$ cat src/rtl/delay_ram_scheduler.sv
// Shares one single-port synchronous delay RAM among N_REQ audio effects.
// Each requester gets one circular-buffer write and one delayed read per sample frame.
module delay_ram_scheduler #(
  parameter int N_REQ     = 2,
  parameter int DW        = 16,
  parameter int REGION_AW = 12,
  parameter int AW        = 16,
  parameter int RD_LAT    = 1
) (
  input  logic                      clk,
  input  logic                      ADCLRCK,
  input  logic                      frame_tick,
  input  logic                      clr_overrun,
  input  logic [N_REQ-1:0]          req_en,
  input  logic [N_REQ*DW-1:0]       wr_data,
  input  logic [N_REQ*REGION_AW-1:0] delay,
  output logic [N_REQ*DW-1:0]       rd_data,
  output logic [N_REQ-1:0]          rd_valid,
  output logic                      busy,
  output logic                      overrun,
  output logic [AW-1:0]             ram_addr,
  output logic [DW-1:0]             ram_d,
  output logic                      ram_we,
  input  logic [DW-1:0]             ram_q
);

  localparam int IW        = (N_REQ > 1) ? $clog2(N_REQ) : 1;
  localparam int WCW       = (RD_LAT > 1) ? $clog2(RD_LAT) : 1;
  localparam int WAIT_LAST = (RD_LAT > 1) ? RD_LAT - 2 : 0;

  typedef enum logic [2:0] {
    IDLE    = 3'd0,
    WRITE   = 3'd1,
    READ    = 3'd2,
    WAIT    = 3'd3,
    CAPTURE = 3'd4
  } state_t;

  // Lowest enabled requester at or above start; MSB flags that one was found.
  function automatic logic [IW:0] pick_from(input logic [N_REQ-1:0] en, input int start);
    logic [IW:0] r;
    r = '0;
    for (int i = N_REQ - 1; i >= 0; i--) begin
      r = (en[i] && (i >= start)) ? {1'b1, IW'(i)} : r;
    end
    return r;
  endfunction

  function automatic logic [AW-1:0] region_addr(input logic [IW-1:0] id,
                                                input logic [REGION_AW-1:0] off);
    return AW'({id, off});
  endfunction

  state_t                 state_r, state_s;
  logic [IW-1:0]          idx_r, idx_s;
  logic [WCW-1:0]         wait_cnt_r, wait_cnt_s;
  logic                   cap_done_r, cap_done_s;
  logic                   busy_r, busy_s;
  logic                   overrun_r, overrun_s;
  logic                   ram_we_r, ram_we_s;
  logic [AW-1:0]          ram_addr_r, ram_addr_s;
  logic [DW-1:0]          ram_d_r, ram_d_s;
  logic                   accept_s, capture_s;
  logic [IW:0]            first_s, next_s;
  logic [N_REQ-1:0]       snap_en_r;
  logic [DW-1:0]          snap_data_r  [N_REQ];
  logic [REGION_AW-1:0]   snap_delay_r [N_REQ];
  logic [REGION_AW-1:0]   wr_ptr_r     [N_REQ];
  logic [N_REQ*DW-1:0]    rd_data_r;
  logic [N_REQ-1:0]       rd_valid_r;

  // Next-state and next RAM-port values; RAM outputs are registered one phase ahead.
  always_comb begin
    state_s    = state_r;
    idx_s      = idx_r;
    wait_cnt_s = wait_cnt_r;
    cap_done_s = cap_done_r;
    busy_s     = busy_r;
    ram_we_s   = 1'b0;
    ram_addr_s = ram_addr_r;
    ram_d_s    = ram_d_r;
    accept_s   = 1'b0;
    capture_s  = 1'b0;
    first_s    = pick_from(req_en, 0);
    next_s     = pick_from(snap_en_r, int'(idx_r) + 1);
    case (state_r)
      IDLE: begin
        if (frame_tick && first_s[IW]) begin
          // Snapshot is not yet visible, so the first write uses the live inputs.
          accept_s   = 1'b1;
          idx_s      = first_s[IW-1:0];
          busy_s     = 1'b1;
          state_s    = WRITE;
          ram_we_s   = 1'b1;
          ram_addr_s = region_addr(first_s[IW-1:0], wr_ptr_r[first_s[IW-1:0]]);
          ram_d_s    = wr_data[first_s[IW-1:0]*DW +: DW];
        end else begin
          busy_s = 1'b0;
        end
      end
      WRITE: begin
        state_s    = READ;
        ram_addr_s = region_addr(idx_r, wr_ptr_r[idx_r] - snap_delay_r[idx_r]);
      end
      READ: begin
        wait_cnt_s = '0;
        cap_done_s = 1'b0;
        state_s    = (RD_LAT > 1) ? WAIT : CAPTURE;
      end
      WAIT: begin
        if (wait_cnt_r == WCW'(WAIT_LAST)) begin
          state_s = CAPTURE;
        end else begin
          wait_cnt_s = wait_cnt_r + WCW'(1);
        end
      end
      CAPTURE: begin
        // First CAPTURE cycle samples ram_q; the second hands over to the next slot.
        if (!cap_done_r) begin
          capture_s  = 1'b1;
          cap_done_s = 1'b1;
        end else if (next_s[IW]) begin
          idx_s      = next_s[IW-1:0];
          state_s    = WRITE;
          ram_we_s   = 1'b1;
          ram_addr_s = region_addr(next_s[IW-1:0], wr_ptr_r[next_s[IW-1:0]]);
          ram_d_s    = snap_data_r[next_s[IW-1:0]];
        end else begin
          state_s = IDLE;
          busy_s  = 1'b0;
        end
      end
      default: begin
        state_s = IDLE;
        busy_s  = 1'b0;
      end
    endcase
    overrun_s = (frame_tick && busy_r) ? 1'b1 : (clr_overrun ? 1'b0 : overrun_r);
  end

  // FSM state and registered RAM-port outputs.
  always_ff @(posedge clk or posedge ADCLRCK) begin
    if (ADCLRCK) begin
      state_r    <= IDLE;
      idx_r      <= '0;
      wait_cnt_r <= '0;
      cap_done_r <= 1'b0;
      busy_r     <= 1'b0;
      overrun_r  <= 1'b0;
      ram_we_r   <= 1'b0;
      ram_addr_r <= '0;
      ram_d_r    <= '0;
    end else begin
      state_r    <= state_s;
      idx_r      <= idx_s;
      wait_cnt_r <= wait_cnt_s;
      cap_done_r <= cap_done_s;
      busy_r     <= busy_s;
      overrun_r  <= overrun_s;
      ram_we_r   <= ram_we_s;
      ram_addr_r <= ram_addr_s;
      ram_d_r    <= ram_d_s;
    end
  end

  // Frame snapshot so that input changes after acceptance do not disturb the frame.
  always_ff @(posedge clk or posedge ADCLRCK) begin
    if (ADCLRCK) begin
      snap_en_r <= '0;
      for (int i = 0; i < N_REQ; i++) begin
        snap_data_r[i]  <= '0;
        snap_delay_r[i] <= '0;
      end
    end else if (accept_s) begin
      snap_en_r <= req_en;
      for (int i = 0; i < N_REQ; i++) begin
        snap_data_r[i]  <= wr_data[i*DW +: DW];
        snap_delay_r[i] <= delay[i*REGION_AW +: REGION_AW];
      end
    end
  end

  // Read-data capture and write-pointer advance at the end of each slot.
  always_ff @(posedge clk or posedge ADCLRCK) begin
    if (ADCLRCK) begin
      rd_data_r  <= '0;
      rd_valid_r <= '0;
      for (int i = 0; i < N_REQ; i++) begin
        wr_ptr_r[i] <= '0;
      end
    end else begin
      rd_valid_r <= '0;
      if (capture_s) begin
        rd_data_r[idx_r*DW +: DW] <= ram_q;
        rd_valid_r[idx_r]         <= 1'b1;
        wr_ptr_r[idx_r]           <= wr_ptr_r[idx_r] + REGION_AW'(1);
      end
    end
  end

  assign rd_data  = rd_data_r;
  assign rd_valid = rd_valid_r;
  assign busy     = busy_r;
  assign overrun  = overrun_r;
  assign ram_addr = ram_addr_r;
  assign ram_d    = ram_d_r;
  assign ram_we   = ram_we_r;

  delay_ram_scheduler_chk #(.N_REQ(N_REQ)) u_chk (
    .clk        (clk),
    .ADCLRCK    (ADCLRCK),
    .frame_tick (frame_tick),
    .busy       (busy_r),
    .overrun    (overrun_r),
    .ram_we     (ram_we_r),
    .rd_valid   (rd_valid_r)
  );

endmodule

// Protocol invariants of the scheduler outputs.
module delay_ram_scheduler_chk #(
  parameter int N_REQ = 2
) (
  input logic             clk,
  input logic             ADCLRCK,
  input logic             frame_tick,
  input logic             busy,
  input logic             overrun,
  input logic             ram_we,
  input logic [N_REQ-1:0] rd_valid
);

  a_we_in_frame: assert property (@(posedge clk) disable iff (ADCLRCK) ram_we |-> busy)
    else $error("chk: ram_we outside a frame");

  a_one_valid: assert property (@(posedge clk) disable iff (ADCLRCK) $onehot0(rd_valid))
    else $error("chk: more than one rd_valid");

  a_overrun_set: assert property (@(posedge clk) disable iff (ADCLRCK)
                                  (frame_tick && busy) |=> overrun)
    else $error("chk: overrun not set");

endmodule
$ cat config.mk
export PLATFORM = sky130hd
export DESIGN_NAME = delay_ram_scheduler
export DESIGN_NICKNAME = d
export VERILOG_FILES = /design/src/rtl/delay_ram_scheduler.sv
export SDC_FILE = /design/constraint.sdc
export NUM_CORES = 1
export LEC_CHECK = 0
export CORE_MARGIN = 3
export CORE_UTILIZATION = 30
export CTS_BUF_LIST = sky130_fd_sc_hd__clkbuf_16
export DETAILED_ROUTE_END_ITERATION = 8
export PLACE_DENSITY = 0.51
export SLEW_MARGIN = 10
export SYNTH_ARGS = -nofsm -noshare
export SYNTH_HDL_FRONTEND = slang
export SYNTH_HIERARCHICAL = 1
export SYNTH_SLANG_ARGS = --single-unit
$ cat constraint.sdc
create_clock -name clk -period 14.75 [get_ports clk]
set_input_delay 2.2125 -clock clk [delete_from_list [all_inputs] [get_ports clk]]
set_output_delay 2.2125 -clock clk [all_outputs]
set_load 0.01 [all_outputs]
==> out/qor.txt, run 1 <==
Rows = 57
Worst Hold End = ram_d[13]
TritonRoute pass-1 iters = 6
Total leakage power = 4.312 nW
# nets final = 917
Worst-path clk slew = 0.07 ns
Pin count of the biggest net entering global routing = 78
Yosys reg bits = 152
Most common cell after layout, fill and taps aside = dfrtp_1
Ant. Diodes = 0
Max Slew Vio Count = 0
Type of origin of the critical path = input port
IO Pins = 147
Clk Latency, worst-skew pair = 0.43 ns
R2R cell count = 9
Hold WC Path Type = reg2reg
Post-CTS Resized = 0
Average size of a mapped cell = 10.80 µm²
R2r startpoint = idx_r
Root Driver = clkbuf_16
Final Cycle Share = 0.2909
DRC = 0
Cts hold-fix bufs = 0
CP max FO = 22
Critical path required time = 15.05 ns
CTS Sinks = 152
PwrDens = 205.3 nW/µm²
Post-synth ARST share = 1.000
Cell Area, Synth = 7503 µm²
Worst hold path startpoint = ram_d[13]
TritonCTS clock tree = built
H-tree Lvls = 4
Comb power frac = 0.419
Clk network pwr share = 0.232
Chip Width = 164.2 µm
Vias per cell = 4.803
Max-Cap Viols = 0
Slew at the pin with the worst max-slew slack = 1.140 ns
Vias = 5586
EDFF count, synth = 0
Sequential cell area fraction in the yosys report = 0.5069
Outcome = complete, no violations
Peak Freq = 0.2331 GHz
Peak VDD IR = 0.08967 mV
Hold Path Stages = 2
GRT Overall Usage = 0.1524
CTS Buffer Depth = 2
Initial Util = 0.3067
Number of global-route vias before repair = 5823
Share of cells above drive strength 1 = 0.1955
CP Class = in2reg
HPWL after detailed placement = 13200 µm
Internal = 1.313 mW
R2R Path End = ram_addr[8]
Final Total Pwr = 2.026 mW
CP Capture Type = flip-flop
Final setup fails = 0
Die Y = 164.2 µm
Wire per inst = 16.88 µm
GP Congestion = 0.7834
Core region area = 24460 µm²
Most frequent cells in the layout = 151 x dfrtp_1, 143 x clkdlybuf4s50_1, 113 x nand2_1, 111 x mux2_2, 55 x a21oi_1
Slew HR = 0.2373
Area growth, synth to finish = 31.57%
Min cycle time layout = 4.290 ns
DRT antenna net count = 0
Initial antenna violation count = 1
Ys Warns = 6
Final-report hold violation count = 0
FF-to-FF setup slack = 11.07 ns
Main flop type after synthesis = dfrtp_1
Switching share of power = 0.3521
Unrepaired setup endpoints after global routing = false
Total die area = 26950 µm²
Number of setup buffers added after CTS = 0
Sequential share of power = 0.349
Overflow after GRT = 0
DRT iter0 DRCs = 295
Synth Instances = 695
Filler cell count = 2384
Synth unique cells = 56
Num CTS Buffers = 17
First-pass GRT wire length = 32110 µm
Drt total wl = 19630 µm
Worst path arrival time = 4.59 ns
Worst Skew = 0.009609 ns
Final setup TNS = 0 ns
Sw power = 0.7135 mW
IO Port Bufs = 143
==> cell families (layout without fill, tap and decap cells) <==
| group | Yosys count | count (layout) | synth area share |
|---|---|---|---|
| AO/OA/AOI/OAI | 127 | 127 | 0.1004 |
| AND/OR/NAND/NOR | 189 | 189 | 0.1157 |
| flip-flops | 152 | 152 | 0.5069 |
| other | 1 | 3 | 0.0004998 |
| adder cells (fa/ha/maj) | 13 | 13 | 0.02268 |
| XOR/XNOR | 21 | 21 | 0.02451 |
| buffers and inverters | 61 | 203 | 0.03552 |
| multiplexers | 131 | 131 | 0.1938 |
==> power by group through the flow <==
stage               combinational, mW  clock [mW]  sequential (mW)
CTS                             0.863       0.483            0.710
finish                          0.850       0.470            0.707
detailed placement              0.855           0            0.717
floorplan                       0.507           0            0.720
global route                    0.943       0.501            0.735
global placement                0.847           0            0.715
==> synthesized netlist by cell type (all sizes together), types with 3 or more instances <==
cell type  count  area [µm²]
clkbuf        22       82.58
nand2        115       431.7
xor2           7       61.31
nor2b          6       37.54
a21o           5       37.54
o21ai         35       175.2
a222oi         6       60.06
mux2i         20       203.9
ha            12       150.1
nand3b         5       50.05
a31oi          4       25.02
o22ai          6       43.79
nor3           8       45.04
xnor2         14       122.6
nor2          25       93.84
nand3          7       35.03
a21oi         56       284.0
inv           21       78.83
or3            3       23.77
nand2b         7       43.79
mux2         111        1250
buf           18       105.1
dfrtp        152        3804
==> through the flow <==
step	worst slack [ns]	cell area (µm²)	cells	util	hold WS, ns
3_3_place_gp	10.06	9246	1131	0.3780	0.4624
5_1_grt	10.31	9872	1163	0.4036	0.5154
6_report	10.46	9872	1163	0.4036	0.4790
3_5_place_dp	10.03	9246	1131	0.3780	0.4731
4_1_cts	10.47	9872	1163	0.4036	0.4876
2_1_floorplan	8.444	7511	697	-	0.4750
==> cell type report <==
class                      instances  area (µm²)  area share
multi-input combinational        484        3468      0.3513
clock inverter                    15       200.2     0.02028
clock buffer                      17       425.4     0.04309
inverter                          21       83.83    0.008492
tap                              324       405.4     0.04106
timing repair buffer             150        1484      0.1503
sequential                       152        3805      0.3854
==> state kept, by name (all words and copies together), names as in the netlist <==
name	flops
snap_data_r	32
rd_data	32
ram_we	1
wr_ptr_r	24
rd_valid	2
ram_d	16
busy	1
cap_done_r	1
ram_addr	13
state_r	3
snap_delay_r	24
overrun	1
snap_en_r	1
idx_r	1
==> worst max-delay path: stages <==
cell and delay (ns):
clkdlybuf4s50_1 0.52, o21ai_0 0.16, or2_2 0.34, a31oi_2 0.82, a21oi_1 0.13, or3_1 0.40
==> worst max-delay path by stage <==
stage                         start      endpoint  slack [ns]  depth (start not counted)
final                     req_en[1]  ram_addr[11]       10.46                          6
after global routing      req_en[1]  ram_addr[11]       10.31                          6
after CTS                 req_en[1]  ram_addr[11]       10.47                          6
after detailed placement  req_en[1]  ram_addr[11]       10.03                          6
after global placement    req_en[1]  ram_addr[11]       10.06                          6
after floorplan             ADCLRCK          busy        8.44                          1
==> metal layers <==
layer / global-route usage / share of wire / vias to the layer above
met4: 0.05113 / 0.016 / 2
met5: 0 / 0.00066 / -
li1: - / - / 2692
met1: 0.2079 / 0.47 / 2731
met2: 0.2322 / 0.45 / 137
met3: 0.04388 / 0.060 / 24
Note: power is estimated with default switching activity, not from simulation.
==> run 2, diff against run 1 <==
PLACE_DENSITY = 0.53   (was 0.51)
clock period = 3.5 ns   (was 14.75 ns; I/O delays follow)
==> run 2 against run 1 <==
Net effect: setup slack got worse by 10 ns; highest routed layer is now met4; clock power grew to 4.1 times the previous value; critical path type is now reg2reg; flip-flop and latch count unchanged; sequential power increased to 4.2 times the previous value; global-route usage grew 0.10 points; cell area is 1.2% higher.
==> out/qor.txt, run 2 (same netlist as run 1, synthesis figures left out) <==
Initial antenna violation count = 0 (-1)
Clk Latency, worst-skew pair = 0.42 ns (about the same)
Filler cell count = 2352 (-1.3%)
Worst Skew = 0.01095 ns (+0.001339 ns)
IO Port Bufs = 143 (unchanged)
Worst path arrival time = 3.35 ns (-1.24 ns)
Total leakage power = 4.365 nW (+1.2%)
Final Cycle Share = 0.8719
CTS Buffer Depth = 2 (unchanged)
Placed cell count = 1145 (+1.2%)
DP Area = 9385 µm² (+1.5%)
TritonRoute pass-1 iters = 6 (unchanged)
Most frequent cells in the layout = 151 x dfrtp_1, 143 x clkdlybuf4s50_1, 114 x nand2_1, 111 x mux2_2, 55 x a21oi_1
Max-Cap Viols = 0 (unchanged)
Num CTS Buffers = 17 (unchanged)
Comb power frac = 0.427 (+0.008)
Sw power = 2.969 mW (+320%)
Number of global-route vias before repair = 5927 (+1.8%)
IO Pins = 147 (unchanged)
Internal = 5.588 mW (+330%)
Non-Filler Instances = 1175 (+1.0%)
Final setup TNS = 0 ns (unchanged)
TritonCTS clock tree = built
Vias per cell = 4.754 (-1.0%)
Setup ws final = 0.4483 ns (-10.01 ns)
Root Driver = clkbuf_16
Final setup fails = 0 (unchanged)
Wire per inst = 16.81 µm (-0.37%)
Number of setup buffers added after CTS = 0 (unchanged)
Outcome = complete, no violations
Worst hold path startpoint = ram_d[12]
Initial Util = 0.3067 (unchanged)
CP Capture Type = flip-flop
Overflow after GRT = 0 (unchanged)
Final-report hold violation count = 0 (unchanged)
Unrepaired setup endpoints after global routing = false
Slew at the pin with the worst max-slew slack = 0.6807 ns (-0.4598 ns)
Share of cells above drive strength 1 = 0.2068 (+0.01134)
Drt total wl = 19760 µm (+0.66%)
Rows = 57 (unchanged)
Place WS = 0.4411 ns (-9.586 ns)
Min cycle time layout = 3.052 ns
Cts hold-fix bufs = 0 (unchanged)
DRT iter0 DRCs = 360 (+22%)
Ant. Diodes = 0 (unchanged)
Worst-path clk slew = 0.06 ns (about the same)
Max Slew Vio Count = 0 (unchanged)
Pin count of the biggest net entering global routing = 53 (-32%)
Total die area = 26950 µm² (unchanged)
Slew HR = 0.5453 (+0.3080)
FF-to-FF setup slack = 0.45 ns (-10.62 ns)
CTS Sinks = 152 (unchanged)
Peak VDD IR = 0.3947 mV (+340%)
Post-CTS Resized = 0 (unchanged)
HPWL after detailed placement = 13930 µm (+5.6%)
First-pass GRT wire length = 32340 µm (+0.73%)
Die Y = 164.2 µm (unchanged)
R2r startpoint = idx_r
Finished Cell Area = 9992 µm² (+1.2%)
CP max FO = 19 (-14%)
Critical path required time = 3.80 ns (-11.25 ns)
Core region area = 24460 µm² (unchanged)
Hold Path Stages = 2 (unchanged)
DRT antenna net count = 0 (unchanged)
CP Class = reg2reg
Peak Freq = 0.3277 GHz
Most common cell after layout, fill and taps aside = dfrtp_1
H-tree Lvls = 4 (unchanged)
Sequential share of power = 0.348 (about the same)
# nets final = 931 (+1.5%)
DRC = 0 (unchanged)
PwrDens = 856.4 nW/µm² (+320%)
GRT Overall Usage = 0.1534 (+0.001003)
GP Congestion = 0.8383 (+7.0%)
Chip Width = 164.2 µm (unchanged)
Type of origin of the critical path = flip-flop
Clk network pwr share = 0.224 (-0.008)
Worst Hold End = ram_d[12]
R2R cell count = 11 (+2)
Area growth, synth to finish = 33.17%
Vias = 5586 (unchanged)
Hold WC Path Type = reg2reg
Switching share of power = 0.3470 (-0.005119)
R2R Path End = ram_addr[11]
[run 2: stage by stage]
step           total power [mW]  utilization  hold slack (ns)
2_1_floorplan             5.172            -           0.4750
3_3_place_gp              6.685       0.3837           0.4658
3_5_place_dp              6.710       0.3837           0.4697
4_1_cts                   8.689       0.4085           0.4828
5_1_grt                   9.195       0.4085           0.5115
6_report                  8.558       0.4085           0.4786
[run 2: power by group through the flow]
stage | Combinational [mW] | Sequential, mW | Clock, mW
floorplan | 2.14 | 3.04 | 0
global placement | 3.68 | 3.01 | 0
detailed placement | 3.69 | 3.02 | 0
CTS | 3.71 | 3.00 | 1.98
global route | 4.05 | 3.10 | 2.05
finish | 3.66 | 2.98 | 1.92
[run 2: worst max path at each step]
stage	start	endpoint
after floorplan	idx_r	ram_addr[8]
after global placement	idx_r	ram_addr[11]
after detailed placement	idx_r	ram_addr[11]
after CTS	idx_r	ram_addr[11]
after global routing	idx_r	ram_addr[11]
final	idx_r	ram_addr[11]
[run 2: critical path: stages (launching register included)]
cell and delay [ns]:
dfrtp_2 0.60, buf_4 0.32, buf_4 0.26, nor2b_1 0.08
a21o_1 0.19, ha_1 0.39, a21o_1 0.21, a21o_1 0.16
a21oi_1 0.13, nand2_1 0.09, and3_1 0.17, or3_1 0.33
[run 2: cell type report]
type	count	area, µm²	share of cell area
clock inverters	13	181.4	0.01816
multi-input cells	484	3466	0.3469
repair buffers	164	1627	0.1628
inverters	21	82.58	0.008264
clock buffers	17	425.4	0.04257
flip-flops and latches	152	3805	0.3808
well taps	324	405.4	0.04057
[run 2: metal layers]
layer / share of wire / vias up / track usage
met1: 0.46 / 2730 / 0.2053
li1: - / 2718 / -
met3: 0.069 / 8 / 0.05271
met2: 0.46 / 130 / 0.2398
met5: 0 / - / 0
met4: 0.0072 / 0 / 0.03576
